--- config.mk ---
export PLATFORM = sky130hd
export DESIGN_NAME = sound_noise_channel_gen
export DESIGN_NICKNAME = d
export VERILOG_FILES = /design/src/rtl/sound_noise_channel_gen.sv
export SDC_FILE = /design/constraint.sdc
export NUM_CORES = 1
export LEC_CHECK = 0
export ABC_AREA = 1
export BUFFER_PORTS_ARGS = -buffer_cell sky130_fd_sc_hd__buf_4
export CAP_MARGIN = 25
export CORE_ASPECT_RATIO = 0.8
export CORE_MARGIN = 4
export CORE_UTILIZATION = 33
export DETAILED_ROUTE_END_ITERATION = 16
export GPL_TIMING_DRIVEN = 0
export PLACE_DENSITY = 0.61
export SYNTH_ARGS = -nofsm -noshare
export SYNTH_HDL_FRONTEND = slang
export SYNTH_SLANG_ARGS = --single-unit
--- constraint.sdc ---
create_clock -name I_CLK -period 2 [get_ports I_CLK]
set_clock_uncertainty 0.15 [all_clocks]
set_input_delay 0.1 -clock I_CLK [delete_from_list [all_inputs] [get_ports I_CLK]]
set_output_delay 0.1 -clock I_CLK [all_outputs]
set_load 0.01 [all_outputs]
--- src/rtl/sound_noise_channel_gen.sv ---
// Noise channel generator: LFSR noise source with programmable shift clock,
// length counter, volume envelope and DAC gating, feeding the sound mixer.
//
// Ports:
//   I_CLK       system clock
//   I_RESET     asynchronous active-high reset
//   I_CLK_EN    frequency-timer enable (4.194304 MHz equivalent)
//   I_TICK_256  length-counter strobe (one cycle)
//   I_TICK_64   envelope strobe (one cycle)
//   I_LEN_WE    load length counter from I_LEN
//   I_LEN       length field L
//   I_ENV       {initial volume, direction (1 = up), period[2:0]}
//   I_POLY      {s[3:0], width_short, r[2:0]}
//   I_LEN_EN    length counter enable
//   I_TRIGGER   channel restart pulse
//   O_ON        channel active
//   O_SAMPLE    unsigned output sample (volume in the top VOL_W bits)
//   O_LFSR      debug view of the LFSR
//
// Parameter constraints: 8 <= LFSR_W <= 24, SHORT_POS < LFSR_W-1,
// OUT_W >= VOL_W, DIV_W wide enough to hold 112 << 13.
module sound_noise_channel_gen #(
  parameter int unsigned LFSR_W    = 15,
  parameter int unsigned SHORT_POS = 6,
  parameter int unsigned VOL_W     = 4,
  parameter int unsigned LEN_W     = 6,
  parameter int unsigned OUT_W     = 20,
  parameter int unsigned DIV_W     = 24
) (
  input  logic               I_CLK,
  input  logic               I_RESET,
  input  logic               I_CLK_EN,
  input  logic               I_TICK_256,
  input  logic               I_TICK_64,
  input  logic               I_LEN_WE,
  input  logic [LEN_W-1:0]   I_LEN,
  input  logic [VOL_W+3:0]   I_ENV,
  input  logic [7:0]         I_POLY,
  input  logic               I_LEN_EN,
  input  logic               I_TRIGGER,
  output logic               O_ON,
  output logic [OUT_W-1:0]   O_SAMPLE,
  output logic [LFSR_W-1:0]  O_LFSR
);

  localparam int unsigned LEN_CW  = LEN_W + 1;
  localparam int unsigned SHIFT_W = OUT_W - VOL_W;
  localparam logic [LEN_CW-1:0] LEN_FULL = LEN_CW'(1) << LEN_W;
  localparam logic [VOL_W-1:0]  VOL_MAX  = '1;

  logic [LEN_CW-1:0] len_cnt;
  logic [VOL_W-1:0]  vol;
  logic [2:0]        env_cnt;
  logic [DIV_W-1:0]  timer;

  // Register field decode
  logic [VOL_W-1:0] env_init;
  logic             env_up;
  logic [2:0]       env_per;
  logic             dac_on;
  logic [3:0]       div_s;
  logic             lfsr_short;
  logic [2:0]       div_r;

  assign env_init   = I_ENV[VOL_W+3:4];
  assign env_up     = I_ENV[3];
  assign env_per    = I_ENV[2:0];
  assign dac_on     = |I_ENV[VOL_W+3:3];
  assign div_s      = I_POLY[7:4];
  assign lfsr_short = I_POLY[3];
  assign div_r      = I_POLY[2:0];

  // Divisor base table
  logic [6:0] base;
  always_comb begin
    base = 7'd8;
    case (div_r)
      3'd0:    base = 7'd8;
      3'd1:    base = 7'd16;
      3'd2:    base = 7'd32;
      3'd3:    base = 7'd48;
      3'd4:    base = 7'd64;
      3'd5:    base = 7'd80;
      3'd6:    base = 7'd96;
      default: base = 7'd112;
    endcase
  end

  // Period is sampled only at reload, so field changes never disturb a running count
  logic [DIV_W-1:0] period;
  logic             timer_hold;
  logic             timer_reload;
  logic             lfsr_clk;

  assign period       = DIV_W'(base) << div_s;
  assign timer_hold   = (div_s[3:1] == 3'b111);
  assign timer_reload = I_CLK_EN && !timer_hold && (timer <= DIV_W'(1));
  assign lfsr_clk     = timer_reload && O_ON;

  // LFSR step, short mode duplicates feedback into SHORT_POS
  logic              fb;
  logic [LFSR_W-1:0] lfsr_next;
  always_comb begin
    fb        = O_LFSR[0] ^ O_LFSR[1];
    lfsr_next = {fb, O_LFSR[LFSR_W-1:1]};
    if (lfsr_short) lfsr_next[SHORT_POS] = fb;
  end

  // Length and envelope tick qualification; a trigger or length write masks ticks
  logic len_tick;
  logic len_expire;
  logic env_tick;
  logic env_wrap;
  logic env_sat;

  assign len_tick   = I_TICK_256 && I_LEN_EN && (len_cnt != '0) && !I_LEN_WE && !I_TRIGGER;
  assign len_expire = len_tick && (len_cnt == LEN_CW'(1));
  assign env_tick   = I_TICK_64 && O_ON && (env_per != 3'd0) && !I_TRIGGER;
  assign env_wrap   = env_tick && (env_cnt <= 3'd1);
  assign env_sat    = env_up ? (vol == VOL_MAX) : (vol == '0);

  // Frequency timer
  always_ff @(posedge I_CLK or posedge I_RESET) begin
    if (I_RESET) begin
      timer <= '0;
    end else if (I_TRIGGER || timer_reload) begin
      timer <= period;
    end else if (I_CLK_EN && !timer_hold) begin
      timer <= timer - DIV_W'(1);
    end
  end

  // LFSR, clocked only while the channel is on
  always_ff @(posedge I_CLK or posedge I_RESET) begin
    if (I_RESET) begin
      O_LFSR <= '1;
    end else if (I_TRIGGER) begin
      O_LFSR <= '1;
    end else if (lfsr_clk) begin
      O_LFSR <= lfsr_next;
    end
  end

  // Length counter; a write always wins over a tick
  always_ff @(posedge I_CLK or posedge I_RESET) begin
    if (I_RESET) begin
      len_cnt <= '0;
    end else if (I_LEN_WE) begin
      len_cnt <= LEN_FULL - LEN_CW'(I_LEN);
    end else if (I_TRIGGER) begin
      if (len_cnt == '0) len_cnt <= LEN_FULL;
    end else if (len_tick) begin
      len_cnt <= len_cnt - LEN_CW'(1);
    end
  end

  // Volume envelope
  always_ff @(posedge I_CLK or posedge I_RESET) begin
    if (I_RESET) begin
      vol     <= '0;
      env_cnt <= '0;
    end else if (I_TRIGGER) begin
      vol     <= env_init;
      env_cnt <= env_per;
    end else if (env_wrap) begin
      env_cnt <= env_per;
      if (!env_sat) vol <= env_up ? vol + VOL_W'(1) : vol - VOL_W'(1);
    end else if (env_tick) begin
      env_cnt <= env_cnt - 3'd1;
    end
  end

  // Channel enable: trigger sets from DAC state, DAC-off or length expiry clears
  always_ff @(posedge I_CLK or posedge I_RESET) begin
    if (I_RESET) begin
      O_ON <= 1'b0;
    end else if (I_TRIGGER) begin
      O_ON <= dac_on;
    end else if (!dac_on || len_expire) begin
      O_ON <= 1'b0;
    end
  end

  // Output sample, one cycle behind LFSR/volume
  always_ff @(posedge I_CLK or posedge I_RESET) begin
    if (I_RESET) begin
      O_SAMPLE <= '0;
    end else begin
      O_SAMPLE <= (O_ON && !O_LFSR[0]) ? (OUT_W'(vol) << SHIFT_W) : '0;
    end
  end

endmodule

==> results of run 1 <==
[per-layer routing]
metal | vias up | track usage (%)
met2 | 109 | 23.6
met1 | 1906 | 21.6
met3 | 18 | 3.53
met4 | 0 | 4.41
li1 | 2151 | -
met5 | - | 0
[through the flow]
step / instances / util (%) / TNS (ps)
after floorplan: 639 / - / 0
after global placement: 857 / 39.0 / -22930
after detailed placement: 858 / 39.1 / -878
after CTS: 881 / 42.7 / 0
after global routing: 896 / 45.8 / -2000
final: 896 / 45.8 / 0
[state kept, by name, summed over array words and instances (netlist names)]
register,flops
timer,24
O_LFSR,15
len_cnt,7
O_SAMPLE,4
vol,4
env_cnt,3
O_ON,1
[worst min-delay path, stage by stage]
cell,delay (ps)
buf_4,80
inv_1,40
nand3_1,90
o211ai_1,90
inv_1,50
[cell usage in the layout, fill, tap and decap left out, types with 11 or more instances in the layout]
cell / netlist / routed
a21oi_1: 12 / 12
buf_4: 16 / 69
clkbuf_16: 0 / 11
conb_1: 1 / 16
dfrtp_1: 43 / 41
dfstp_2: 15 / 15
inv_1: 54 / 50
nand2_1: 235 / 202
nand2_2: 3 / 32
nand3_1: 30 / 29
nor2_1: 78 / 65
o21ai_0: 34 / 31
[report_power, final]
group          switching, W  internal, W
sequential         0.000306      0.00147
clock              0.000559      0.00112
combinational       0.00132     0.000878
[layout make-up]
class,count,area [sq um]
clock inverters,6,90.1
inverters,56,210
fillers,1232,6610
flip-flops and latches,58,1470
well taps,171,214
plain buffers,34,249
multi-input cells,491,2510
repair buffers,70,604
clock buffers,10,239
[cell usage after synthesis, types with 2 or more instances]
master / count / share of area [%]
nand2_1: 235 / 21
nor2_1: 78 / 7.1
inv_1: 54 / 4.9
dfrtp_1: 43 / 26
o21ai_0: 34 / 4.1
nand3_1: 30 / 3.6
buf_4: 16 / 2.9
dfstp_2: 15 / 9.5
a21oi_1: 12 / 1.5
ha_1: 10 / 3.0
nand4_1: 10 / 1.5
xor2_1: 10 / 2.1
nand3b_1: 8 / 1.5
buf_2: 7 / 0.85
clkbuf_1: 6 / 0.54
nor3_1: 6 / 0.73
o21ai_1: 6 / 0.73
o21ai_2: 6 / 1.3
o211ai_1: 5 / 0.91
xnor2_1: 5 / 1.1
o22ai_1: 4 / 0.61
nand2_2: 3 / 0.45
a31oi_1: 2 / 0.30
buf_1: 2 / 0.18
buf_6: 2 / 0.54
clkinv_1: 2 / 0.18
nor2_2: 2 / 0.30
nor2_4: 2 / 0.54
[logic make-up (layout without fill, tap and decap cells)]
group                    Yosys count  count (layout)  share of synthesized area, %
AO/OA/AOI/OAI                     71              71                          9.75
buffers and inverters             90             176                          10.2
XOR/XNOR                          15              15                          3.18
flip-flops                        58              58                          35.6
adder cells (fa/ha/maj)           11              11                          3.51
AND/OR/NAND/NOR                  378             378                          37.7
other                              1              16                        0.0907
[path summary, 6_finish.rpt]
check                                       start                     end  slack (ps)  cells after the start
setup reg to reg             timer[0]$_DFFE_PP0P_   timer[17]$_DFFE_PP0P_          30                     15
setup / recovery             timer[0]$_DFFE_PP0P_   timer[17]$_DFFE_PP0P_          30                     15
hold reg to reg            O_LFSR[14]$_DFFE_PP1P_  O_LFSR[14]$_DFFE_PP1P_         330                      2
min in group asynchronous                 I_RESET  len_cnt[5]$_DFFE_PP0P_         260                      3
hold / removal                           I_ENV[6]        O_ON$_DFFE_PP0P_           5                      5
max in group asynchronous                 I_RESET  O_LFSR[12]$_DFFE_PP1P_         800                      4
[what timing repair did]
item	in CTS	in global routing
buffers inserted	0	11
resized for setup	13	78
hold buffers	7	0
gates cloned	0	4
hold endpoints to repair	32	0
pin swaps	0	26
endpoints found under the setup margin	29	49
==> summary.txt, run 1 <==
STA
-------------------------------------------------------------------------------------
Ratio of final minimum period to clock period ..........................        98.3%
Highest clock frequency the design can meet ............................      508 MHz
Max-slew violation count ...............................................            0
Worst hold slack .......................................................      5.02 ps
Slew Limit Headroom ....................................................        60.5%
Final Setup Violations .................................................            0
Setup repair after global routing missed its margin ....................         true
Final WS setup .........................................................      33.1 ps
Final hold violation count .............................................            0
Final min period .......................................................      1970 ps
Worst Tran Pin Value ...................................................       592 ps

CTS
-------------------------------------------------------------------------------------
Reg clk slew, reported paths ...........................................        50 ps
CTS Buf Count ..........................................................            9
Sinks on the clock net .................................................           58
H-Tree Level Count .....................................................            3
Clock tree from TritonCTS ..............................................        built
Clock insertion delay at the later pin of the skew report ..............       330 ps
Clock root buffer ......................................................    clkbuf_16
Longest Clk Path Bufs ..................................................            2

PLACEMENT
-------------------------------------------------------------------------------------
RD Place Congestion ....................................................        0.917
IO buf count ...........................................................           47
Post-DP HPWL ...........................................................      8.11 mm
Post-placement setup slack .............................................      -120 ps
Cell area after placement ..............................................   4780 sq um

SETUP PATH
-------------------------------------------------------------------------------------
Buf+Inv Stages, Crit Path ..............................................            4
Category of the worst setup path launch point ..........................     register
Arrival time of data at the critical path endpoint .....................      2040 ps
Data required time at the worst endpoint ...............................      2070 ps
Category of the critical setup timing path .............................   reg -> reg
Family of cells with the greatest summed delay on the critical path .... simple AND/OR/NAND/NOR gates
Worst-path cell chain .................................................. inv_2 -> ha_4 -> inv_2 -> nand2_1 -> nand2_1 -> nor2_1 -> nand2_2 -> nor2_4 -> nor2_4 -> buf_6 -> clkbuf_16 -> nand2_4 -> nand2_2 -> nand2_1 -> nand2_1
Sort of element at the end of the critical path ........................     register
Top cell by count, worst path ..........................................      nand2_1
Cell with the largest stage delay on the worst path ....................      dfrtp_1
Delay of the slowest cell on the worst path ............................       420 ps
Critical path peak fanout ..............................................            5

GLOBAL ROUTE
-------------------------------------------------------------------------------------
Pin count of the biggest net entering global routing ...................           34
Tot GR Track Use .......................................................        15.3%
Initial antenna violation count ........................................            0
Vias in the first global route .........................................         3799
First-pass GRT wire length .............................................      18.2 mm
Remaining global-route overflow ........................................            0

ROUTE
-------------------------------------------------------------------------------------
Detailed-route vias per instance .......................................         4.67
Routed length on met1 ..................................................      5.45 mm
Detailed-routed wire length on met2 ....................................      4.91 mm
Number of optimization iterations in the first detailed-route pass .....            5
DRC violation count after routing ......................................            0
Count of routing violations after the opening detailed-route iteration .          360
Met3 Wirelength ........................................................  662 microns
Routed Antenna Nets ....................................................            0
Post-detailed-routing wire length ......................................      11.2 mm
Max layer used .........................................................         met4
Routed wire length per instance ........................................ 12.5 microns
Detailed-route via count ...............................................         4184

JOB
-------------------------------------------------------------------------------------
Max_cap viols ..........................................................            0

SYNTHESIS
-------------------------------------------------------------------------------------
Syn Std Cell Area ......................................................   4130 sq um
Top_reg_cell synth .....................................................      dfrtp_1
Number of distinct library cells after synthesis .......................           37
Post-synthesis cell count ..............................................          624
Ys async rst share .....................................................         100%
Number of warning messages in the yosys log ............................            0
Number of enable-type register cells in the synthesized netlist ........            0
Part of the Yosys area used for sequential elements ....................        35.6%
Register bit count reported by yosys ...................................           58
Post-synthesis area per instance .......................................   6.62 sq um

CELLS AND AREA
-------------------------------------------------------------------------------------
Number of nets in the final layout .....................................          761
Total inserted antenna cells ...........................................            0
Layout cells sized above 1 .............................................        26.6%
Final cell area excluding filler cells .................................   5590 sq um
Synthesis-to-finish area growth ........................................        35.4%

FLOORPLAN
-------------------------------------------------------------------------------------
Die Area ...............................................................  14400 sq um
Core area ..............................................................  12200 sq um
Initial Utilization ....................................................        33.9%
Row count ..............................................................           36
Number of top-level design ports .......................................           66
Vertical extent of the die .............................................  108 microns
Overall die width ......................................................  133 microns

POWER AND IR DROP
-------------------------------------------------------------------------------------
Power density of the placed cells ...................................... 1010 nW/um^2
Power after layout .....................................................    0.00566 W
Worst IR drop on VDD ...................................................       511 uV
Leakage dissipation ....................................................      2.84 nW

WORST HOLD PATH
-------------------------------------------------------------------------------------
Class of the worst hold path ...........................................    in -> reg

OUTCOME
-------------------------------------------------------------------------------------
Result of the run ...................................................... finished clean

(Power assumes the default switching activity.)
==> inputs of run 2 (changes only) <==
--- a/config.mk
+++ b/config.mk
@@ -13,7 +13,7 @@
 export CORE_UTILIZATION = 33
 export DETAILED_ROUTE_END_ITERATION = 16
 export GPL_TIMING_DRIVEN = 0
-export PLACE_DENSITY = 0.61
+export PLACE_DENSITY_LB_ADDON = 0.12
 export SYNTH_ARGS = -nofsm -noshare
 export SYNTH_HDL_FRONTEND = slang
 export SYNTH_SLANG_ARGS = --single-unit
==> run 2 against run 1 <==
  * The run now ends with negative setup slack left
  * Via count up 1.5%
  * Worst setup slack worse by 63 ps
  * Utilization up 0.10 points
  * Wire length up 3.3%
  * Fmax down 3.1%
  * Cell count up 0.78%
  * Die area unchanged
  * Count of clock-buffer cells in the layout up 2
  * Power down 3.3%
  * Design area up 0.22%
  * Flip-flop and latch count unchanged
  * Largest cell class unchanged
  * Highest routed layer unchanged
==> summary.txt, run 2 (same netlist as run 1, synthesis figures left out) <==
OUTCOME
-------------------------------------------------------------------------------------
Result of the run ...................................................... finished with violations
Failing checks ......................................................... negative setup slack

CELLS AND AREA
-------------------------------------------------------------------------------------
Largest Register .......................................................        timer
Post-layout utilization of the core ....................................        45.9%
Combined flip-flop and latch cell area .................................   1470 sq um
Most frequent cells in the layout ...................................... 205 x nand2_1, 75 x buf_4, 68 x nor2_1, 50 x inv_1, 42 x dfrtp_1
Synthesis-to-finish area growth ........................................        35.7%
Commonest non-fill, non-tap cell in the layout .........................      nand2_1
Multi-input gate area in the final layout ..............................   2470 sq um
Number of flip-flops in the largest register ...........................           24
Registers with the most flip-flops ..................................... timer x24, O_LFSR x15, len_cnt x7
Layout cells sized above 1 .............................................        25.9%
Number of nets in the final layout .....................................          767
Number of fillers in the final layout ..................................         1228

POWER AND IR DROP
-------------------------------------------------------------------------------------
Leakage dissipation ....................................................      2.87 nW
Power density of the placed cells ......................................  976 nW/um^2
Worst IR drop on VDD ...................................................       472 uV

CTS
-------------------------------------------------------------------------------------
Clock tree from TritonCTS ..............................................        built
Longest Clk Path Bufs ..................................................            2
H-Tree Level Count .....................................................            3
Clock insertion delay at the later pin of the skew report ..............       330 ps
Clock root buffer ......................................................    clkbuf_16
CTS Buf Count ..........................................................            9
Reg clk slew, reported paths ...........................................        50 ps
Sinks on the clock net .................................................           58

SETUP PATH
-------------------------------------------------------------------------------------
Category of the worst setup path launch point ..........................     register
Category of the critical setup timing path .............................   reg -> reg
Delay of the slowest cell on the worst path ............................       410 ps
Arrival time of data at the critical path endpoint .....................      2140 ps
Critical path peak fanout ..............................................            6
Worst-path cell chain .................................................. inv_2 -> ha_4 -> inv_2 -> nand2_2 -> nand2_1 -> nor2_1 -> nand2_2 -> o21ai_4 -> nand2_2 -> buf_6 -> clkbuf_16 -> o21ai_2
Sort of element at the end of the critical path ........................     register
Data required time at the worst endpoint ...............................      2110 ps
Cell with the largest stage delay on the worst path ....................      dfrtp_1
Top cell by count, worst path ..........................................      nand2_2

ROUTE
-------------------------------------------------------------------------------------
Detailed-route vias per instance .......................................         4.70
Number of optimization iterations in the first detailed-route pass .....            5
DRC violation count after routing ......................................            0
Post-detailed-routing wire length ......................................      11.6 mm
Routed Antenna Nets ....................................................            0
Routed wire length per instance ........................................ 12.9 microns
Count of routing violations after the opening detailed-route iteration .          311
Detailed-route via count ...............................................         4246

STA
-------------------------------------------------------------------------------------
Setup repair after global routing missed its margin ....................         true
Slew Limit Headroom ....................................................        58.9%
Final hold violation count .............................................            0
Ratio of final minimum period to clock period ..........................         101%
Max-slew violation count ...............................................            0
Final Setup Violations .................................................           14
Highest clock frequency the design can meet ............................      493 MHz
Final min period .......................................................      2030 ps
Worst hold slack .......................................................      27.2 ps
Worst Tran Pin Value ...................................................       616 ps
Final WS setup .........................................................     -29.9 ps

PLACEMENT
-------------------------------------------------------------------------------------
Post-DP HPWL ...........................................................      8.33 mm
RD Place Congestion ....................................................        0.857
IO buf count ...........................................................           47

GLOBAL ROUTE
-------------------------------------------------------------------------------------
Tot GR Track Use .......................................................        16.0%
Pin count of the biggest net entering global routing ...................           34
Initial antenna violation count ........................................            0
Remaining global-route overflow ........................................            0
First-pass GRT wire length .............................................      18.7 mm
Vias in the first global route .........................................         3784

JOB
-------------------------------------------------------------------------------------
Max_cap viols ..........................................................            0

FLOORPLAN
-------------------------------------------------------------------------------------
Initial Utilization ....................................................        33.9%
Number of top-level design ports .......................................           66
Overall die width ......................................................  133 microns
Die Area ...............................................................  14400 sq um
Core area ..............................................................  12200 sq um
Row count ..............................................................           36
Vertical extent of the die .............................................  108 microns

WORST HOLD PATH
-------------------------------------------------------------------------------------
Class of the worst hold path ...........................................    in -> reg

==> run 2: changes by cell type in the layout (fill, tap and decap cells not counted), sizes merged <==
| cell | delta |
|---|---|
| buf | +4 |
| bufinv | -2 |
| clkbuf | +3 |
| diode | +1 |
| dlygate4sd3 | +1 |
==> run 2: layout make-up <==
cell class,instances,share of cell area [%]
Multi-Input combinational cell,491,44.1
Sequential cell,58,26.2
Timing Repair Buffer,76,12.2
Clock buffer,12,4.95
Buffer,34,4.44
Tap cell,171,3.82
Inverter,56,3.75
Clock inverter,4,0.402
Antenna cell,1,0.0446
==> run 2: final timing paths <==
kind	startpoint	endpoint	slack [ps]	depth (start not counted)
max	timer[0]$_DFFE_PP0P_	O_LFSR[11]$_DFFE_PP1P_	-30	12
min	I_POLY[3]	O_LFSR[6]$_DFFE_PP1P_	30	5
max reg2reg	timer[0]$_DFFE_PP0P_	O_LFSR[11]$_DFFE_PP1P_	-30	12
min reg2reg	O_LFSR[6]$_DFFE_PP1P_	O_LFSR[6]$_DFFE_PP1P_	330	2
max in group asynchronous	I_RESET	timer[6]$_DFFE_PP0P_	860	4
min in group asynchronous	I_RESET	O_SAMPLE[19]$_DFF_PP0_	250	3
==> run 2: through the flow <==
stage / worst slack, ps / setup TNS [ps] / std cells / instance area, sq um / total power [W]
after global routing: -112 / -2640 / 902 / 5600 / 0.00590
after global placement: -564 / -25950 / 857 / 4760 / 0.00361
after CTS: 8.12 / 0 / 887 / 5230 / 0.00524
final: -29.9 / -243 / 903 / 5610 / 0.00547
after detailed placement: -112 / -1520 / 858 / 4780 / 0.00363
after floorplan: 219 / 0 / 639 / 4190 / 0.00309
==> run 2: critical path: cells and delay by family (launching register included) <==
family / cells / cell delay, ps
and+or+nand+nor: 5 / 430
DFF: 1 / 410
buffers and inverters: 4 / 440
AOI/OAI and AO/OA: 2 / 380
adders and majority gates: 1 / 150
==> run 2: per-layer routing <==
metal	vias to the layer above	track usage, %	share of wire, %
met3	17	3.72	6.1
met1	1945	23.7	50
met4	0	4.41	1.6
met2	122	23.3	43
li1	2162	-	-
met5	-	0	0
==> run 2: power breakdown <==
part | switching, W | internal [W]
Combinational | 0.00132 | 0.000879
Clock | 0.000539 | 0.000973
Sequential | 0.000291 | 0.00147
==> run 2: timing repair <==
| action | in CTS | in global routing |
|---|---|---|
| setup endpoints to repair | 37 | 43 |
| endpoints found under the hold margin | 18 | 0 |
| gates resized for setup | 11 | 65 |
| pin swaps | 2 | 15 |
| hold buffers | 8 | 0 |
| buffers inserted | 5 | 11 |
| gates cloned | 0 | 4 |
==> inputs of run 3 (changes only) <==
--- a/config.mk
+++ b/config.mk
@@ -10,7 +10,7 @@
 export CAP_MARGIN = 25
 export CORE_ASPECT_RATIO = 0.8
 export CORE_MARGIN = 4
-export CORE_UTILIZATION = 33
+export CORE_UTILIZATION = 45
 export DETAILED_ROUTE_END_ITERATION = 16
 export GPL_TIMING_DRIVEN = 0
 export PLACE_DENSITY_LB_ADDON = 0.12
==> run 3 against run 2 <==
  * The run still ends with negative setup slack left
  * Flip-flop and latch count unchanged
  * Critical path depth up 1
  * Wire length shrank 1.9%
  * Die area is 25% lower
  * Non-clock buffer count shrank 6
  * Combinational power fell by 3%
==> summary.txt, run 3 (same netlist as run 1, synthesis figures left out) <==
OUTCOME
-------------------------------------------------------------------------------------
Result of the run ...................................................... finished with violations
Failing checks ......................................................... negative setup slack

FLOORPLAN
-------------------------------------------------------------------------------------
Overall die width ......................................................  115 microns
Die Area ...............................................................  10800 sq um
Core area ..............................................................   8710 sq um
Vertical extent of the die ............................................. 93.7 microns
Number of top-level design ports .......................................           66
Row count ..............................................................           30
Initial Utilization ....................................................        47.5%

SETUP PATH
-------------------------------------------------------------------------------------
Delay of the slowest cell on the worst path ............................       440 ps
Critical path peak fanout ..............................................            5
Setup slack of the worst register-to-register path .....................       -60 ps
Cell with the largest stage delay on the worst path ....................      dfrtp_2
Sort of element at the end of the critical path ........................     register
Worst-path cell chain .................................................. inv_2 -> ha_4 -> inv_2 -> nand2_2 -> nand2_2 -> nor2_4 -> nand2_4 -> o21ai_4 -> buf_4 -> buf_6 -> nand2_1 -> nand3_1 -> nand2_1
Category of the worst setup path launch point ..........................     register
Data required time at the worst endpoint ...............................      2070 ps
R2R cell count .........................................................           13
Arrival time of data at the critical path endpoint .....................      2130 ps
Category of the critical setup timing path .............................   reg -> reg

GLOBAL ROUTE
-------------------------------------------------------------------------------------
First-pass GRT wire length .............................................      17.9 mm
Vias in the first global route .........................................         3786
Pin count of the biggest net entering global routing ...................           34
Remaining global-route overflow ........................................            0
Initial antenna violation count ........................................            0
Tot GR Track Use .......................................................        20.7%

POWER AND IR DROP
-------------------------------------------------------------------------------------
Power density of the placed cells ...................................... 1010 nW/um^2
Worst IR drop on VDD ...................................................       686 uV
Leakage dissipation ....................................................      2.87 nW
Power after layout .....................................................    0.00554 W

ROUTE
-------------------------------------------------------------------------------------
Routed wire length per instance ........................................ 13.6 microns
Detailed-route via count ...............................................         4347
Count of routing violations after the opening detailed-route iteration .          376
Routed Antenna Nets ....................................................            0
Detailed-route vias per instance .......................................         5.19
DRC violation count after routing ......................................            0
Post-detailed-routing wire length ......................................      11.4 mm
Number of optimization iterations in the first detailed-route pass .....            5

STA
-------------------------------------------------------------------------------------
Setup repair after global routing missed its margin ....................         true
Slew Limit Headroom ....................................................        59.3%
Ratio of final minimum period to clock period ..........................         103%
Final WS setup .........................................................     -64.7 ps
Final hold violation count .............................................            0
Highest clock frequency the design can meet ............................      484 MHz
Final Setup Violations .................................................           24
Final min period .......................................................      2060 ps
Worst Tran Pin Value ...................................................       610 ps
Worst hold slack .......................................................      26.4 ps
Max-slew violation count ...............................................            0

CELLS AND AREA
-------------------------------------------------------------------------------------
Layout cells sized above 1 .............................................        25.2%
Commonest non-fill, non-tap cell in the layout .........................      nand2_1
Total inserted antenna cells ...........................................            0
Synthesis-to-finish area growth ........................................        32.7%
Number of nets in the final layout .....................................          761
Most frequent cells in the layout ...................................... 209 x nand2_1, 71 x buf_4, 69 x nor2_1, 50 x inv_1, 42 x dfrtp_1
Number of fillers in the final layout ..................................          791
Largest Register .......................................................        timer
Registers with the most flip-flops ..................................... timer x24, O_LFSR x15, len_cnt x7
Number of flip-flops in the largest register ...........................           24

CTS
-------------------------------------------------------------------------------------
Sinks on the clock net .................................................           58
Clock root buffer ......................................................    clkbuf_16
CTS Buf Count ..........................................................            9
Reg clk slew, reported paths ...........................................        50 ps
Clock tree from TritonCTS ..............................................        built
H-Tree Level Count .....................................................            3
Clock insertion delay at the later pin of the skew report ..............       330 ps
Longest Clk Path Bufs ..................................................            2

WORST HOLD PATH
-------------------------------------------------------------------------------------
Class of the worst hold path ...........................................    in -> reg
Hold Path Stages .......................................................            5

PLACEMENT
-------------------------------------------------------------------------------------
RD Place Congestion ....................................................        0.933
IO buf count ...........................................................           47
Post-DP HPWL ...........................................................      8.20 mm

JOB
-------------------------------------------------------------------------------------
Max_cap viols ..........................................................            0

run 3: cell types whose count changed in the layout (fill, tap and decap cells not counted), moves of 2 or more:
cell / before / now
buf_12: 3 / 1
nand2_2: 31 / 20
buf_6: 5 / 10
bufinv_16: 0 / 2
buf_4: 75 / 71
nand2_4: 2 / 9
buf_8: 3 / 1
o21ai_1: 10 / 2
clkbuf_16: 13 / 10
o21ai_2: 5 / 12
nand2_1: 205 / 209
run 3: final timing paths:
check | from | endpoint
worst min-delay path | I_POLY[3] | O_LFSR[6]$_DFFE_PP1P_
worst max-delay path | timer[0]$_DFFE_PP0P_ | timer[20]$_DFFE_PP0P_
min in group asynchronous | I_RESET | O_SAMPLE[19]$_DFF_PP0_
max in group asynchronous | I_RESET | O_LFSR[6]$_DFFE_PP1P_
worst max register to register | timer[0]$_DFFE_PP0P_ | timer[20]$_DFFE_PP0P_
worst min register to register | O_LFSR[13]$_DFFE_PP1P_ | O_LFSR[13]$_DFFE_PP1P_
run 3: power by group:
part	internal [W]	switching (W)	leakage (nW)
Sequential	0.00147	0.000296	0.710
Combinational	0.000835	0.00130	1.99
Clock	0.00111	0.000528	0.162
Total	0.00342	0.00212	2.87
run 3: final cells by class:
| class | instances | area [sq um] | share of cell area [%] |
|---|---|---|---|
| multi-input combinational | 491 | 2510 | 45.7 |
| sequential | 58 | 1470 | 26.8 |
| timing repair buffer | 70 | 592 | 10.8 |
| buffer | 34 | 244 | 4.45 |
| clock buffer | 10 | 239 | 4.36 |
| inverter | 56 | 210 | 3.83 |
| tap | 112 | 140 | 2.56 |
| clock inverter | 6 | 80.1 | 1.46 |
run 3: per-layer routing:
metal	wire (microns)	track usage, %	vias up
li1	-	-	2139
met1	5270	30.7	2012
met2	5050	30.8	179
met3	909	4.64	17
met4	153	4.59	0
met5	0	0	-
run 3: metrics by stage:
step	instance area, sq um	TNS (ps)	util, %	cells	setup slack (ps)
6_report	5480	-475	63.0	837	-64.7
5_1_grt	5480	-2830	63.0	837	-139
4_1_cts	5140	-18.8	59.0	824	-9.82
3_5_place_dp	4700	-690	54.0	799	-150
3_3_place_gp	4680	-20550	53.8	798	-475
2_1_floorplan	4190	0	-	639	219
run 3: what timing repair did:
action / in CTS / in global routing
pin swaps: 1 / 21
setup buffers: 1 / 9
hold buffers: 8 / 0
resized for setup: 10 / 78
endpoints found under the hold margin: 20 / 0
cloned: 0 / 4
endpoints found under the setup margin: 34 / 50
run 3: critical path, delay by kind of cell (launching register included):
| kind | cells | cell delay (ps) |
|---|---|---|
| fa+ha+maj | 1 | 150 |
| flops | 1 | 440 |
| buf+inv | 4 | 390 |
| simple gates | 7 | 580 |
| compound gates | 1 | 230 |
